--- src/rtl/vga_output_stage.sv ---
// vga_output_stage: two-stage VGA output pipeline.
// Reduces each RGB channel to W_OUT bits, blanks colour outside the active
// area, keeps sync aligned with colour, and monitors the number of hsync
// pulses per frame with a sticky failure flag.
// Optional build macro: VGA_OUTPUT_STAGE_DITHER_EN selects 4x4 ordered (Bayer)
// dithering instead of the OR-reduction rule for channels that lose bits.

// Per-channel width reduction; purely combinational.
module vga_channel_reduce #(
    parameter int W_IN  = 5,
    parameter int W_OUT = 2
) (
    input  logic [W_IN-1:0]  i_value,
`ifdef VGA_OUTPUT_STAGE_DITHER_EN
    input  logic [1:0]       i_hposLow,
    input  logic [1:0]       i_vposLow,
`endif
    output logic [W_OUT-1:0] o_value
);
    localparam int D = W_IN - W_OUT;

    generate
        if (D == 0) begin : g_pass
            assign o_value = i_value;
        end
`ifdef VGA_OUTPUT_STAGE_DITHER_EN
        else begin : g_dither
            logic [3:0]    w_threshold;
            logic [W_IN:0] w_scaled;
            logic [W_IN:0] w_sum;

            // Bayer threshold lookup indexed by {row, column} of the pixel
            always_comb begin
                w_threshold = 4'd0;
                case ({i_vposLow, i_hposLow})
                    4'h0: w_threshold = 4'd0;
                    4'h1: w_threshold = 4'd8;
                    4'h2: w_threshold = 4'd2;
                    4'h3: w_threshold = 4'd10;
                    4'h4: w_threshold = 4'd12;
                    4'h5: w_threshold = 4'd4;
                    4'h6: w_threshold = 4'd14;
                    4'h7: w_threshold = 4'd6;
                    4'h8: w_threshold = 4'd3;
                    4'h9: w_threshold = 4'd11;
                    4'hA: w_threshold = 4'd1;
                    4'hB: w_threshold = 4'd9;
                    4'hC: w_threshold = 4'd15;
                    4'hD: w_threshold = 4'd7;
                    4'hE: w_threshold = 4'd13;
                    default: w_threshold = 4'd5;
                endcase
            end

            // Scale the 4-bit threshold to span exactly the dropped bits
            if (D >= 4) begin : g_up
                assign w_scaled = (W_IN+1)'(w_threshold) << (D - 4);
            end else begin : g_down
                assign w_scaled = (W_IN+1)'(w_threshold >> (4 - D));
            end

            assign w_sum   = {1'b0, i_value} + w_scaled;
            assign o_value = w_sum[W_IN] ? {W_OUT{1'b1}} : w_sum[W_IN-1:D];
        end
`else
        else if (W_OUT == 1) begin : g_single
            assign o_value = |i_value;
        end else begin : g_or
            assign o_value = {i_value[W_IN-1 -: W_OUT-1], |i_value[D:0]};
        end
`endif
    endgenerate
endmodule

module vga_output_stage #(
    parameter int W_R_IN          = 5,
    parameter int W_G_IN          = 6,
    parameter int W_B_IN          = 5,
    parameter int W_OUT           = 2,
    parameter int W_POS           = 10,
    parameter int LINES_PER_FRAME = 525,
    parameter bit SYNC_ACTIVE_LOW = 1'b1
) (
    input  logic              clock,
    input  logic              reset,
    input  logic              in_hsync,
    input  logic              in_vsync,
    input  logic              in_display_on,
    input  logic [W_POS-1:0]  hpos,
    input  logic [W_POS-1:0]  vpos,
    input  logic [W_R_IN-1:0] red,
    input  logic [W_G_IN-1:0] green,
    input  logic [W_B_IN-1:0] blue,
    output logic              vga_hsync,
    output logic              vga_vsync,
    output logic [W_OUT-1:0]  vga_red,
    output logic [W_OUT-1:0]  vga_green,
    output logic [W_OUT-1:0]  vga_blue,
    output logic              frame_start,
    output logic              sticky_failure
);
    localparam logic SYNC_IDLE   = SYNC_ACTIVE_LOW ? 1'b1 : 1'b0;
    localparam logic SYNC_ACTIVE = ~SYNC_IDLE;
    // One spare bit above the expected count so saturation never aliases it
    localparam int   CNT_W       = $clog2(LINES_PER_FRAME + 1) + 1;

    typedef enum logic {
        WAIT_FRAME,
        COUNT
    } monitorState_t;

    logic              r_hsync1;
    logic              r_vsync1;
    logic              r_displayOn1;
    logic [W_R_IN-1:0] r_red1;
    logic [W_G_IN-1:0] r_green1;
    logic [W_B_IN-1:0] r_blue1;

    logic [W_OUT-1:0]  w_redReduced;
    logic [W_OUT-1:0]  w_greenReduced;
    logic [W_OUT-1:0]  w_blueReduced;

    logic              w_hsyncEdge;
    logic              w_vsyncEdge;
    logic [CNT_W-1:0]  w_countNext;
    logic [CNT_W-1:0]  w_closingCount;

    monitorState_t     r_state;
    logic [CNT_W-1:0]  r_lineCount;

`ifdef VGA_OUTPUT_STAGE_DITHER_EN
    logic [1:0]        r_hposLow1;
    logic [1:0]        r_vposLow1;
    logic              w_unusedPos;

    assign w_unusedPos = ^{hpos[W_POS-1:2], vpos[W_POS-1:2]};

    // Stage 1 position capture; only the low bits feed the dither matrix
    always_ff @(posedge clock) begin
        if (reset) begin
            r_hposLow1 <= 2'd0;
            r_vposLow1 <= 2'd0;
        end else begin
            r_hposLow1 <= hpos[1:0];
            r_vposLow1 <= vpos[1:0];
        end
    end

    vga_channel_reduce #(.W_IN(W_R_IN), .W_OUT(W_OUT)) u_reduceRed (
        .i_value(r_red1), .i_hposLow(r_hposLow1), .i_vposLow(r_vposLow1), .o_value(w_redReduced));
    vga_channel_reduce #(.W_IN(W_G_IN), .W_OUT(W_OUT)) u_reduceGreen (
        .i_value(r_green1), .i_hposLow(r_hposLow1), .i_vposLow(r_vposLow1), .o_value(w_greenReduced));
    vga_channel_reduce #(.W_IN(W_B_IN), .W_OUT(W_OUT)) u_reduceBlue (
        .i_value(r_blue1), .i_hposLow(r_hposLow1), .i_vposLow(r_vposLow1), .o_value(w_blueReduced));
`else
    logic w_unusedPos;

    assign w_unusedPos = ^{hpos, vpos};

    vga_channel_reduce #(.W_IN(W_R_IN), .W_OUT(W_OUT)) u_reduceRed (
        .i_value(r_red1), .o_value(w_redReduced));
    vga_channel_reduce #(.W_IN(W_G_IN), .W_OUT(W_OUT)) u_reduceGreen (
        .i_value(r_green1), .o_value(w_greenReduced));
    vga_channel_reduce #(.W_IN(W_B_IN), .W_OUT(W_OUT)) u_reduceBlue (
        .i_value(r_blue1), .o_value(w_blueReduced));
`endif

    // Stage 1: register every input so all paths share the same latency
    always_ff @(posedge clock) begin
        if (reset) begin
            r_hsync1     <= SYNC_IDLE;
            r_vsync1     <= SYNC_IDLE;
            r_displayOn1 <= 1'b0;
            r_red1       <= '0;
            r_green1     <= '0;
            r_blue1      <= '0;
        end else begin
            r_hsync1     <= in_hsync;
            r_vsync1     <= in_vsync;
            r_displayOn1 <= in_display_on;
            r_red1       <= red;
            r_green1     <= green;
            r_blue1      <= blue;
        end
    end

    // Active edges: stage-1 value is active while the stage-2 copy is not yet
    assign w_hsyncEdge = (r_hsync1 == SYNC_ACTIVE) && (vga_hsync != SYNC_ACTIVE);
    assign w_vsyncEdge = (r_vsync1 == SYNC_ACTIVE) && (vga_vsync != SYNC_ACTIVE);

    // Stage 2: blanked reduced colour, delayed syncs and the frame marker
    always_ff @(posedge clock) begin
        if (reset) begin
            vga_hsync   <= SYNC_IDLE;
            vga_vsync   <= SYNC_IDLE;
            vga_red     <= '0;
            vga_green   <= '0;
            vga_blue    <= '0;
            frame_start <= 1'b0;
        end else begin
            vga_hsync   <= r_hsync1;
            vga_vsync   <= r_vsync1;
            vga_red     <= r_displayOn1 ? w_redReduced   : '0;
            vga_green   <= r_displayOn1 ? w_greenReduced : '0;
            vga_blue    <= r_displayOn1 ? w_blueReduced  : '0;
            frame_start <= w_vsyncEdge;
        end
    end

    // A coincident hsync edge belongs to the frame that the vsync edge closes
    assign w_countNext    = (r_lineCount == {CNT_W{1'b1}}) ? r_lineCount : r_lineCount + 1'b1;
    assign w_closingCount = w_hsyncEdge ? w_countNext : r_lineCount;

    // Line-count monitor; the first frame after reset is only used to align
    always_ff @(posedge clock) begin
        if (reset) begin
            r_state        <= WAIT_FRAME;
            r_lineCount    <= '0;
            sticky_failure <= 1'b0;
        end else begin
            case (r_state)
                WAIT_FRAME: begin
                    if (w_vsyncEdge) begin
                        r_lineCount <= '0;
                        r_state     <= COUNT;
                    end
                end
                default: begin
                    if (w_vsyncEdge) begin
                        if (w_closingCount != CNT_W'(LINES_PER_FRAME)) begin
                            sticky_failure <= 1'b1;
                        end
                        r_lineCount <= '0;
                    end else if (w_hsyncEdge) begin
                        r_lineCount <= w_countNext;
                    end
                end
            endcase
        end
    end
endmodule

--- config.mk ---
export PLATFORM = sky130hd
export DESIGN_NAME = vga_output_stage
export DESIGN_NICKNAME = d
export VERILOG_FILES = /design/src/rtl/vga_output_stage.sv
export SDC_FILE = /design/constraint.sdc
export NUM_CORES = 1
export LEC_CHECK = 0
export CORE_ASPECT_RATIO = 1.4
export CORE_MARGIN = 1.5
export CORE_UTILIZATION = 30
export CTS_CLUSTER_SIZE = 28
export DETAILED_ROUTE_END_ITERATION = 8
export GPL_TIMING_DRIVEN = 0
export PLACE_DENSITY = 0.61
export SLEW_MARGIN = 15
export SYNTH_ARGS = -nofsm -noshare
export SYNTH_HDL_FRONTEND = slang
export SYNTH_SLANG_ARGS = --single-unit
export TNS_END_PERCENT = 5
--- constraint.sdc ---
create_clock -name clock -period 2.35 [get_ports clock]
set_clock_uncertainty 0.2 [all_clocks]
set_input_delay 0.47 -clock clock [delete_from_list [all_inputs] [get_ports clock]]
set_output_delay 0.47 -clock clock [all_outputs]
set_load 0.01 [all_outputs]
==> Yosys cells after proc, flatten, opt, wreduce, memory -nomap -nowiden <==
Cells that the tools add are included.
{ "classes": {"add_sub_neg": 1, "n_eq_ne": 2, "muxes": 7, "bitwise_logic": 3, "n_reduce_logical": 8} }
{ "ops": {"columns": ["op", "n"], "rows": [
  ["11-bit two-way mux", 5],
  ["11-bit by 1-bit adder with 11-bit output, second input constant", 1],
  ["11-bit equality test, second input constant", 1],
  ["11-bit by 10-bit != test with 1-bit output, second input constant", 1],
  ["4-bit OR reduction", 2],
  ["5-bit OR reduction", 1],
  ["1-bit inverter", 3],
  ["3-bit AND reduction", 1],
  ["1-bit logical AND", 2],
  ["1-bit two-way mux", 2],
  ["2-bit nonzero test", 1],
  ["2-bit OR reduction", 1]
]} }
{ "word_totals": {"register_bits": 41, "inputBits": 41, "out_inout_bits": 10} }

==> Depth between registers and ports, before layout <==
{ "logic_depth": {"word_depth": 5, "depth_mapped": 6, "mapped_depth_nobuf": 6} }

==> Modules after synthesis <==
Synthesis repeated with hierarchy kept, for this count alone.
{ "hier_totals": {"cells_unflattened": 151, "hier_area_um2": 1520.2} }
{ "modules_own_cells": {"columns": ["mod", "instances", "cells_per_inst", "area_each_um2", "seq_area_each_um2"], "rows": [
  ["vga_output_stage", 1, 143, 1470.2, 820.8],
  ["vga_channel_reduce (u_reduceBlue ...)", 2, 2, 15.0, 0.0],
  ["vga_channel_reduce (u_reduceGreen)", 1, 4, 20.0, 0.0]
]} }

==> Worst setup path after synthesis <==
Ideal clock, no wire load.
{ "synth_path": {"kind": "flip-flop to flip-flop", "startpoint": "register r_lineCount[0]", "endpoint": "register sticky_failure", "setup_time_ns": 0.143, "arrival_ns": 1.702, "slack_ns": 0.305, "path_stages_with_launch": 7, "path_buffers": 0, "synth_period_minus_slack_ns": 2.045, "path_cell_list": "dfxtp_1 ha_1 nand4_2 o31ai_1 nand3b_1 a222oi_1 a41oi_1"} }
{ "synth_between": {"elab_chain_cells": 5} }
{ "synth_rtl": {"columns": ["element", "line", "rtl"], "rows": [
  ["start: declaration", "129", "logic [CNT_W-1:0] r_lineCount;"],
  ["start signal: assignment", "235", "r_lineCount <= w_countNext;"],
  ["11-bit by 1-bit adder with 11-bit output or 11-bit equality test (tied branches)", "211", "assign w_countNext = (r_lineCount == {CNT_W{1'b1}}) ? r_lineCount : r_lineCount + 1'b1;"],
  ["11-bit two-way mux", "211", null],
  ["11-bit two-way mux (*)", null, null],
  ["11-bit by 10-bit != test with 1-bit output (*)", "230", "if (w_closingCount != CNT_W'(LINES_PER_FRAME)) begin"],
  ["3-bit AND reduction (no source line) (*)", null, null],
  ["end signal: assignment", "219", "sticky_failure <= 1'b0;"],
  ["end signal: assignment", "231", "sticky_failure <= 1'b1;"],
  ["end: declaration", "100", "output logic sticky_failure"]
]} }
Every way passes the cells marked *; elsewhere a longest branch is shown, timed or not.
A chain may end at the register's enable or synchronous reset.

==> Final worst setup path <==
{ "layout_path": {"startpoint": "register r_lineCount[1]", "endpoint": "register sticky_failure"} }
The elaborated chain is that of the path after synthesis.

==> run metrics <==
outcome=complete, no violations; proportion of synthesized chip area in sequential cells=50.4%; wire length per cell after detailed routing=11.5 µm; largest net degree at the start of global routing=13; fraction of the mapped netlist area in adder cells=0.768%; I/O pin cnt=51; DP Cell Count=267; net count of the finished layout=250; Final Hold Vio Count=0; number of port buffers=30; hold path startpoint=r_red1[4]$_SDFF_PP0_; post-route minimum period=2.23 ns; first-pass GRT wire length=5310 µm; die width=65.3 µm; buffers from clock root to sink, at most=2; effective utilization at floorplan=31.3%; capturing element type of the critical path=flip-flop; Buffers & Inverters on Critical Path=0; Tightest Pin Transition=0.527 ns; remaining design rule violation count=0; H-tree depth reported by CTS=2; portion of the clock cycle consumed by the worst path in the final layout=94.8%; non-filler cells in the finished layout=274; buffers inserted by post-CTS timing repair=0; CTS Root Buffer Type=clkbuf_8; combinational family with the most area after synthesis=simple AND/OR/NAND/NOR gates; row count=31; number of antenna violations at the first check in global routing=0; clock sink count=41; number of enable-type register cells in the synthesized netlist=0; Max Cap Violations=0; sum of routed wire length over all layers=3140 µm; setup slack of the critical path after layout=0.122 ns; global-route congestion overflow total=0; Max Transition Viols Final=0; Setup Crit Path Kind=flip-flop to flip-flop; CORE AREA=5200 µm²; CP Cell Sequence=ha_4 > nand4_2 > o31ai_2 > nand3b_1 > a222oi_1 > a41oi_1; detailed-placement wirelength estimate=2340 µm; setup TNS=0 ns; class of the tightest hold or removal check=flip-flop to flip-flop; die outline area=5890 µm²; capture point of the critical path=sticky_failure$_SDFFE_PP0P_; Worst Path Max Fanout=7; maximum resistive drop on vdd=0.000413 V; complex-gate fraction of the synthesized area=9.60%; Post-Synth XOR/XNOR Area=1.08%; final estimated routing congestion in global placement=0.863; simple logic cell fraction of the synthesized area=30.3%; #FFs+latches synth=41; Area growth syn-to-layout=31.0%; worst hold path depth=1; standby leakage power=0.782 nW; Total Power Consumption=0.00136 W; Total Routing Usage GR=11.6%; share of synthesized area spent on multiplexers=3.84%; FF-to-FF Start=r_lineCount[1]$_SDFFE_PP0P_; Gate Count Post-Synth=171; ANT nets after route=0; Synth async-reset ratio=0%; via count of the first global-routing pass=1,247; fmax=449 MHz; final setup violation count=0; number of gates on the worst path with buffers counted=6; family of cells with the greatest summed delay on the critical path=compound AO/OA/AOI/OAI gates; data arrival time of the worst path=2.19 ns; Vias=1,294; TritonCTS clock tree=built; Final Core Density=41.1%; DR pass1 iterations=4; routed via count divided by cell count=4.72; clock transition time at the flip-flop clock pins of the worst setup and hold paths=0.08 ns; combined area of all synthesized cells=1630 µm²; launching element of the worst setup path=r_lineCount[1]$_SDFFE_PP0P_; highest-delay cell along the critical path=dfxtp_1; total clock buffers created by CTS=5; power density over the cells=639 nW/µm²; count of distinct cell types in the synthesized netlist=42; clock latency reported for the late side of the worst-skew pair=0.29 ns; worst stage delay on the critical path=0.48 ns; required time of the critical path=2.31 ns; Max-slew headroom=64.9%; drt first-iter violations=35; Worst R2R Setup Slack=0.12 ns; R2R cell count=6; Chip Height=90.2 µm; layout cell share with drive strength beyond 1=13.0%; number of warnings issued by yosys=0; CP startpoint kind=flip-flop; worst flop-to-flop path endpoint=sticky_failure$_SDFFE_PP0P_; post-synth net total=213; Avg Cell Area, Syn=9.53 µm²; Post-synth top flop=dfxtp_1; # diodes=0; pre-CTS setup slack=-0.00119 ns
==> cell usage in the layout, fill, tap and decap left out, drive strengths merged, types with 4 or more instances in the layout <==
cell and n:
a21oi 6, mux2i 4, nor2 14, o21ai 6
clkbuf 9, nor3 5, nand3 9, nand2 10
buf 5, nand4 4, clkdlybuf4s50 30, or2 8
nor2b 21, dfxtp 41
==> sequential cells by signal, indices dropped and copies added (netlist names) <==
name / count
r_vsync1: 1
vga_hsync: 1
r_lineCount: 11
vga_vsync: 1
r_state: 1
r_red1: 5
r_green1: 6
frame_start: 1
vga_red: 2
r_displayOn1: 1
vga_green: 2
r_blue1: 5
sticky_failure: 1
r_hsync1: 1
vga_blue: 2
==> worst min path at each step <==
stage / to / slack [ns]
2_1_floorplan: vga_blue[1]$_SDFF_PP0_ / 0.21
3_3_place_gp: vga_blue[1]$_SDFF_PP0_ / 0.21
3_5_place_dp: vga_red[1]$_SDFF_PP0_ / 0.21
4_1_cts: vga_red[1]$_SDFF_PP0_ / 0.23
5_1_grt: vga_red[1]$_SDFF_PP0_ / 0.25
6_report: vga_red[1]$_SDFF_PP0_ / 0.23
==> stage by stage <==
step                hold WS [ns]  cell area, µm²
floorplan                  0.206            1630
global placement           0.210            2010
detailed placement         0.211            2010
CTS                        0.226            2120
global route               0.248            2130
finish                     0.226            2130
==> final cells by class <==
type / instances / area (µm²)
clock buffer: 5 / 68.8
tap: 66 / 82.6
sequential: 41 / 822
multi-input combinational: 119 / 759
inverter: 2 / 7.51
fill: 548 / 3060
timing repair buffer: 30 / 300
buffer: 9 / 58.8
clock inverter: 2 / 35.0
==> repair_timing <==
| item | in CTS | in global routing |
|---|---|---|
| hold endpoints to repair | 0 | 0 |
| hold buffers | 0 | 0 |
| gates resized for setup | 1 | 3 |
| endpoints found under the setup margin | 1 | 1 |
==> synthesized netlist by cell type (all sizes together) (3+ instances only) <==
library cell | instances | area (µm²)
clkbuf | 4 | 15.0
nor4 | 3 | 18.8
nand2 | 10 | 37.5
nor2b | 21 | 131
nand4b | 3 | 26.3
mux2i | 4 | 40.0
nor3 | 5 | 25.0
and2 | 3 | 18.8
o21ai | 6 | 30.0
nand4 | 4 | 31.3
dfxtp | 41 | 821
or2 | 8 | 50.1
nor2 | 14 | 52.6
nand3 | 9 | 45.0
buf | 5 | 43.8
a21oi | 6 | 30.0
or3 | 3 | 18.8
==> layer usage <==
layer	GRT usage (%)	vias to the layer above	share of wire (%)
met1	11.1	593	39
met5	0	-	0
met4	4.17	0	1.1
li1	-	665	-
met2	22.1	31	56
met3	3.63	5	4.0
==> logic make-up (layout without fill, tap and decap cells) <==
kind of cell | Yosys count | in the layout
fa+ha+maj | 1 | 1
flops | 41 | 41
buf+inv | 11 | 48
xor+xnor | 2 | 2
mux | 6 | 6
compound gates | 22 | 22
simple gates | 88 | 88
==> power by group <==
part	internal (W)	total, W	switching, W
Sequential	0.000719	0.000727	0.00000805
Combinational	0.0000602	0.0000967	0.0000365
Clock	0.000309	0.000541	0.000233
Power figures use the tool's default switching activity.
